===== src/rtl/vram_arbiter.sv =====
// rtl/vram_arbiter.sv - single-port VRAM sequencer: scanout reads, buffered CPU writes, screen fill
module vram_arbiter #(
    parameter int ADDR_W     = 20,
    parameter int DATA_W     = 8,
    parameter int FIFO_DEPTH = 4,
    parameter int FILL_BASE  = 0,
    parameter int FILL_COUNT = 76800
) (
    input  logic                          clk,
    input  logic                          rst,
    input  logic                          rd_req,
    input  logic [ADDR_W-1:0]             rd_addr,
    output logic [DATA_W-1:0]             rd_data,
    output logic                          rd_valid,
    input  logic                          cpu_wr_valid,
    input  logic [ADDR_W-1:0]             cpu_wr_addr,
    input  logic [DATA_W-1:0]             cpu_wr_data,
    output logic                          cpu_wr_ready,
    input  logic                          fill_start,
    input  logic [DATA_W-1:0]             fill_value,
    output logic                          fill_busy,
    output logic [$clog2(FIFO_DEPTH):0]   fifo_level,
    output logic [ADDR_W-1:0]             vram_address,
    output logic                          vram_w_enable,
    output logic [DATA_W-1:0]             vram_w_data,
    input  logic [DATA_W-1:0]             vram_r_data
);
    localparam int PTR_W = $clog2(FIFO_DEPTH);
    localparam int LVL_W = PTR_W + 1;
    localparam logic [ADDR_W-1:0] BASE = ADDR_W'(FILL_BASE);
    localparam logic [ADDR_W-1:0] LAST = ADDR_W'(FILL_COUNT - 1);

    typedef enum logic [1:0] {S_IDLE, S_DRAIN, S_FILL} state_t;

    state_t                     state_q;
    logic [ADDR_W-1:0]          fill_cnt_q;
    logic [DATA_W-1:0]          fill_value_q;
    logic                       fill_busy_q;
    logic                       rd_valid_q;
    logic [PTR_W-1:0]           wr_ptr_q, rd_ptr_q;
    logic [LVL_W-1:0]           count_q, level_d;
    logic [ADDR_W+DATA_W-1:0]   mem_q [FIFO_DEPTH];
    logic [ADDR_W+DATA_W-1:0]   head;

    logic fifo_empty, fifo_full, push, pop, fill_wr;

    assign fifo_empty   = (count_q == '0);
    assign fifo_full    = (count_q == LVL_W'(FIFO_DEPTH));
    assign cpu_wr_ready = !fifo_full && (state_q != S_DRAIN);
    assign push         = cpu_wr_valid && cpu_wr_ready;
    // Scanout owns the port whenever it asks; the fill holds the FIFO back while it runs.
    assign pop          = !rd_req && !fifo_empty && (state_q != S_FILL);
    assign fill_wr      = !rd_req && (state_q == S_FILL);
    assign level_d      = count_q + LVL_W'(push) - LVL_W'(pop);
    assign head         = mem_q[rd_ptr_q];

    assign fifo_level   = count_q;
    assign fill_busy    = fill_busy_q;
    assign rd_valid     = rd_valid_q;
    assign rd_data      = vram_r_data;

    always_comb begin
        vram_address  = rd_addr;
        vram_w_data   = '0;
        vram_w_enable = 1'b0;
        if (pop) begin
            vram_address  = head[ADDR_W+DATA_W-1:DATA_W];
            vram_w_data   = head[DATA_W-1:0];
            vram_w_enable = 1'b1;
        end else if (fill_wr) begin
            vram_address  = BASE + fill_cnt_q;
            vram_w_data   = fill_value_q;
            vram_w_enable = 1'b1;
        end
    end

    always_ff @(posedge clk) begin
        if (push) begin
            mem_q[wr_ptr_q] <= {cpu_wr_addr, cpu_wr_data};
        end
    end

    always_ff @(posedge clk or posedge rst) begin
        if (rst) begin
            wr_ptr_q   <= '0;
            rd_ptr_q   <= '0;
            count_q    <= '0;
            rd_valid_q <= 1'b0;
        end else begin
            if (push) wr_ptr_q <= wr_ptr_q + 1'b1;
            if (pop)  rd_ptr_q <= rd_ptr_q + 1'b1;
            count_q    <= level_d;
            rd_valid_q <= rd_req;
        end
    end

    always_ff @(posedge clk or posedge rst) begin
        if (rst) begin
            state_q      <= S_IDLE;
            fill_cnt_q   <= '0;
            fill_value_q <= '0;
            fill_busy_q  <= 1'b0;
        end else begin
            case (state_q)
                S_IDLE: begin
                    if (fill_start) begin
                        fill_value_q <= fill_value;
                        fill_cnt_q   <= '0;
                        fill_busy_q  <= 1'b1;
                        state_q      <= fifo_empty ? S_FILL : S_DRAIN;
                    end
                end
                S_DRAIN: begin
                    if (level_d == '0) state_q <= S_FILL;
                end
                S_FILL: begin
                    if (fill_wr) begin
                        fill_cnt_q <= fill_cnt_q + 1'b1;
                        if (fill_cnt_q == LAST) begin
                            state_q     <= S_IDLE;
                            fill_busy_q <= 1'b0;
                        end
                    end
                end
                default: begin
                    state_q     <= S_IDLE;
                    fill_busy_q <= 1'b0;
                end
            endcase
        end
    end
endmodule


===== config.mk =====
export PLATFORM = sky130hd
export DESIGN_NAME = vram_arbiter
export DESIGN_NICKNAME = d
export VERILOG_FILES = /design/src/rtl/vram_arbiter.sv
export SDC_FILE = /design/constraint.sdc
export NUM_CORES = 1
export LEC_CHECK = 0
export CAP_MARGIN = 20
export CORE_MARGIN = 1.5
export CORE_UTILIZATION = 50
export DETAILED_ROUTE_END_ITERATION = 12
export PLACE_DENSITY = 0.78
export SLEW_MARGIN = 10
export SYNTH_ARGS = -nofsm -noshare
export SYNTH_HDL_FRONTEND = slang
export SYNTH_SLANG_ARGS = --single-unit
export TNS_END_PERCENT = 20

===== constraint.sdc =====
create_clock -name clk -period 3.5 [get_ports clk]
set_clock_uncertainty 0.05 [all_clocks]
set_input_delay 0.525 -clock clk [delete_from_list [all_inputs] [get_ports clk]]
set_output_delay 0.525 -clock clk [all_outputs]
set_load 0.005 [all_outputs]

==> results.md <==
- Fmax: 0.303 GHz
- First-iteration detailed-routing DRC count: 380
- Num CTS Buffers: 17
- CTS Hold Bufs: 0
- Initial antenna violation count: 1
- Die X: 117 um
- Port buffer count: 95
- Placement Setup Slack: 0.227 ns
- Nets@finish: 613
- Post-synth top area share: 51.3%
- Post-Syn Area per Cell: 15.1 sq um
- Cell taking the most area after synthesis: edfxtp_1
- Critical Path RT: 2.92 ns
- RSZ-0062 raised after global routing: no
- Top cells by area, synth: edfxtp_1 (51%), dfrtp_1 (15%), mux4_2 (9.6%)
- Overflow after GRT: 0
- Setup Crit Path Kind: in -> out
- Clock Path Buffers: 2
- Async set-reset flop share out of synthesis: 25.8%
- Routed Antenna Nets: 0
- Crit-path slowest cell: clkdlybuf4s50_1
- Via density: 5.74
- Hold_ws: 0.430 ns
- Flops & latches, synth: 151
- Synth warn: 0
- Share of cells above drive strength 1: 14.8%
- PD cells: 745 nW/um^2
- Status: complete, no violations
- Final number of hold-violating endpoints: 0
- Row cnt: 41
- Sequential area share after synthesis: 66.2%
- Max-slew violation count: 0
- Family with the most delay on the worst path: buffers and inverters
- FILL cells: 921
- Post-synthesis net count: 512
- Top FF cell, synth: edfxtp_1
- Most frequent CP cell: clkdlybuf4s50_1
- CTS tree: done
- Most frequent cells after synthesis: edfxtp_1 (112), nand2_1 (54), dfrtp_1 (39)
- CP startpoint kind: input pin
- Worst Path Max Fanout: 25
- Vias in the first global route: 4242
- Most frequent cell after synthesis: edfxtp_1
- Crit path DAT: 2.73 ns
- Clock-pin slew on the worst setup and hold paths: 0.06 ns
- Leak Pwr: 0.00312 uW
- Post-synth EDFFs: 112
- GP Congestion: 0.815
- First-pass GRT wire length: 22300 um
- Worst vdd ir: 0.356 mV
- Die H: 117 um
- Pin count of the biggest net entering global routing: 30
- Drt drc: 0
- Post-CTS Setup Bufs: 0
- Htree depth: 4
- WP buf/inv: 3
- Clock sinks: 151
- Worst path cell trace: clkdlybuf4s50_1 -> or3b_1 -> buf_4 -> mux2i_1 -> o21ai_0 -> clkdlybuf4s50_1
- P&R area growth vs syn: 26.1%
- Rel. slew slack: 38.6%
- Setup TNS: 0 ns
- Minimum clock period: 3.30 ns
- Final wirelength: 14300 um
- Total global-route track usage: 21.4%
- Tightest Hold Check Type: reg -> reg
- DR vias: 4144
- Crit-path max cell delay: 0.57 ns
- Post-CTS resize count: 0
- Drt wl/cell: 19.8 um
- Period utilization: 94.3%
- Post-layout util: 65.0%
- Core area: 12700 sq um
- Cell count after synthesis: 435
- Crit. End Element: output port
- Setup WS post-layout: 0.199 ns
- Post-Synthesis Cell Area: 6550 sq um
- Die area: 13800 sq um
- Clock Latency Late Sink: 0.42 ns
- Max-cap violations: 0
- Actual slew at the worst max-slew pin: 0.919 ns
- CTS root buffer: clkbuf_16
- Ports: 112
- Detail Placement HPWL: 9280 um
- Starting density of the core: 51.5%
- Final setup fails: 0
- Distinct cell type count after synthesis: 46
- Drt first pass iters: 4
layout make-up:
class                   count  area (sq um)  share of cell area [%]
flip-flops and latches    151          4340                    52.5
clock buffers              20           437                    5.28
multi-input cells         246          2040                    24.7
well taps                 172           215                    2.60
clock inverters            12           129                    1.56
inverters                  10          37.5                   0.454
diodes                      1          2.50                  0.0303
repair buffers            110          1060                    12.9
cells in the final DEF (no fill, tap or decap), types with 3 or more instances in the layout:
| cell type | count |
|---|---|
| and3_1 | 5 |
| nor4_1 | 3 |
| nor2_1 | 9 |
| o21ai_0 | 31 |
| clkinvlp_4 | 4 |
| clkbuf_1 | 3 |
| nand4_1 | 5 |
| edfxtp_1 | 112 |
| or3_1 | 8 |
| nand3_1 | 5 |
| a21oi_1 | 15 |
| ha_1 | 7 |
| mux4_2 | 28 |
| dfrtp_1 | 38 |
| clkdlybuf4s50_1 | 95 |
| inv_1 | 10 |
| clkbuf_16 | 17 |
| xor2_1 | 3 |
| xnor2_1 | 5 |
| nand2_1 | 54 |
| buf_4 | 15 |
| mux2i_1 | 22 |
| nor3_1 | 4 |
| or2_2 | 3 |
| nand2b_1 | 3 |
| a22o_1 | 8 |
cells by family after synthesis:
group	after synthesis	share of synthesized area, %
adder cells (fa/ha/maj)	8	1.64
AND/OR/NAND/NOR	117	9.24
XOR/XNOR	9	1.43
buffers and inverters	38	2.81
multiplexers	51	13.2
flip-flops	151	66.2
AO/OA/AOI/OAI	61	5.52
per-stage QoR:
step	instance area [sq um]	power (uW)	std cells
after floorplan	6550	3600	435
after global placement	7700	4380	689
after detailed placement	7700	4450	689
after CTS	8260	6200	721
after global routing	8260	6450	721
final	8270	6150	722
where the power goes:
part | internal [uW] | switching (uW) | leakage, uW
clock | 1050 | 698 | 0.000262
sequential | 2280 | 175 | 0.00152
combinational | 1030 | 924 | 0.00134
total | 4360 | 1800 | 0.00312
sequential cells by signal (all words and copies together), names as in the netlist:
signal	count
wr_ptr_q	2
fill_value_q	8
mem_q	112
state_q	2
fill_cnt_q	20
fill_busy	1
fifo_level	3
rd_ptr_q	2
rd_valid	1
worst register-to-register path: cells and delay by family, from the launching register on:
family          cells  cell delay, ns
buf+inv             3            0.18
compound gates      2            0.42
simple gates        4            0.87
flops               1            0.50
xor+xnor            1            0.22
fa+ha+maj           3            0.79
per-layer routing:
layer	up-vias	routed length (um)	global-route usage, %
met5	-	0	0
met4	0	267	9.60
met3	23	900	5.33
met2	167	7210	36.4
met1	2092	5920	26.1
li1	1862	-	-
final timing paths:
check                                 from         endpoint  slack, ns  depth (start not counted)
max                                 rd_req  vram_address[9]       0.20                          6
max in group asynchronous              rst      rd_ptr_q[0]       2.14                          3
max reg2reg                     state_q[0]       state_q[0]       0.36                         13
min in group asynchronous              rst   fill_cnt_q[17]       0.56                          2
min                        fill_value_q[7]  fill_value_q[7]       0.43                          2
min reg2reg                fill_value_q[7]  fill_value_q[7]       0.43                          2
(Power assumes the default switching activity.)
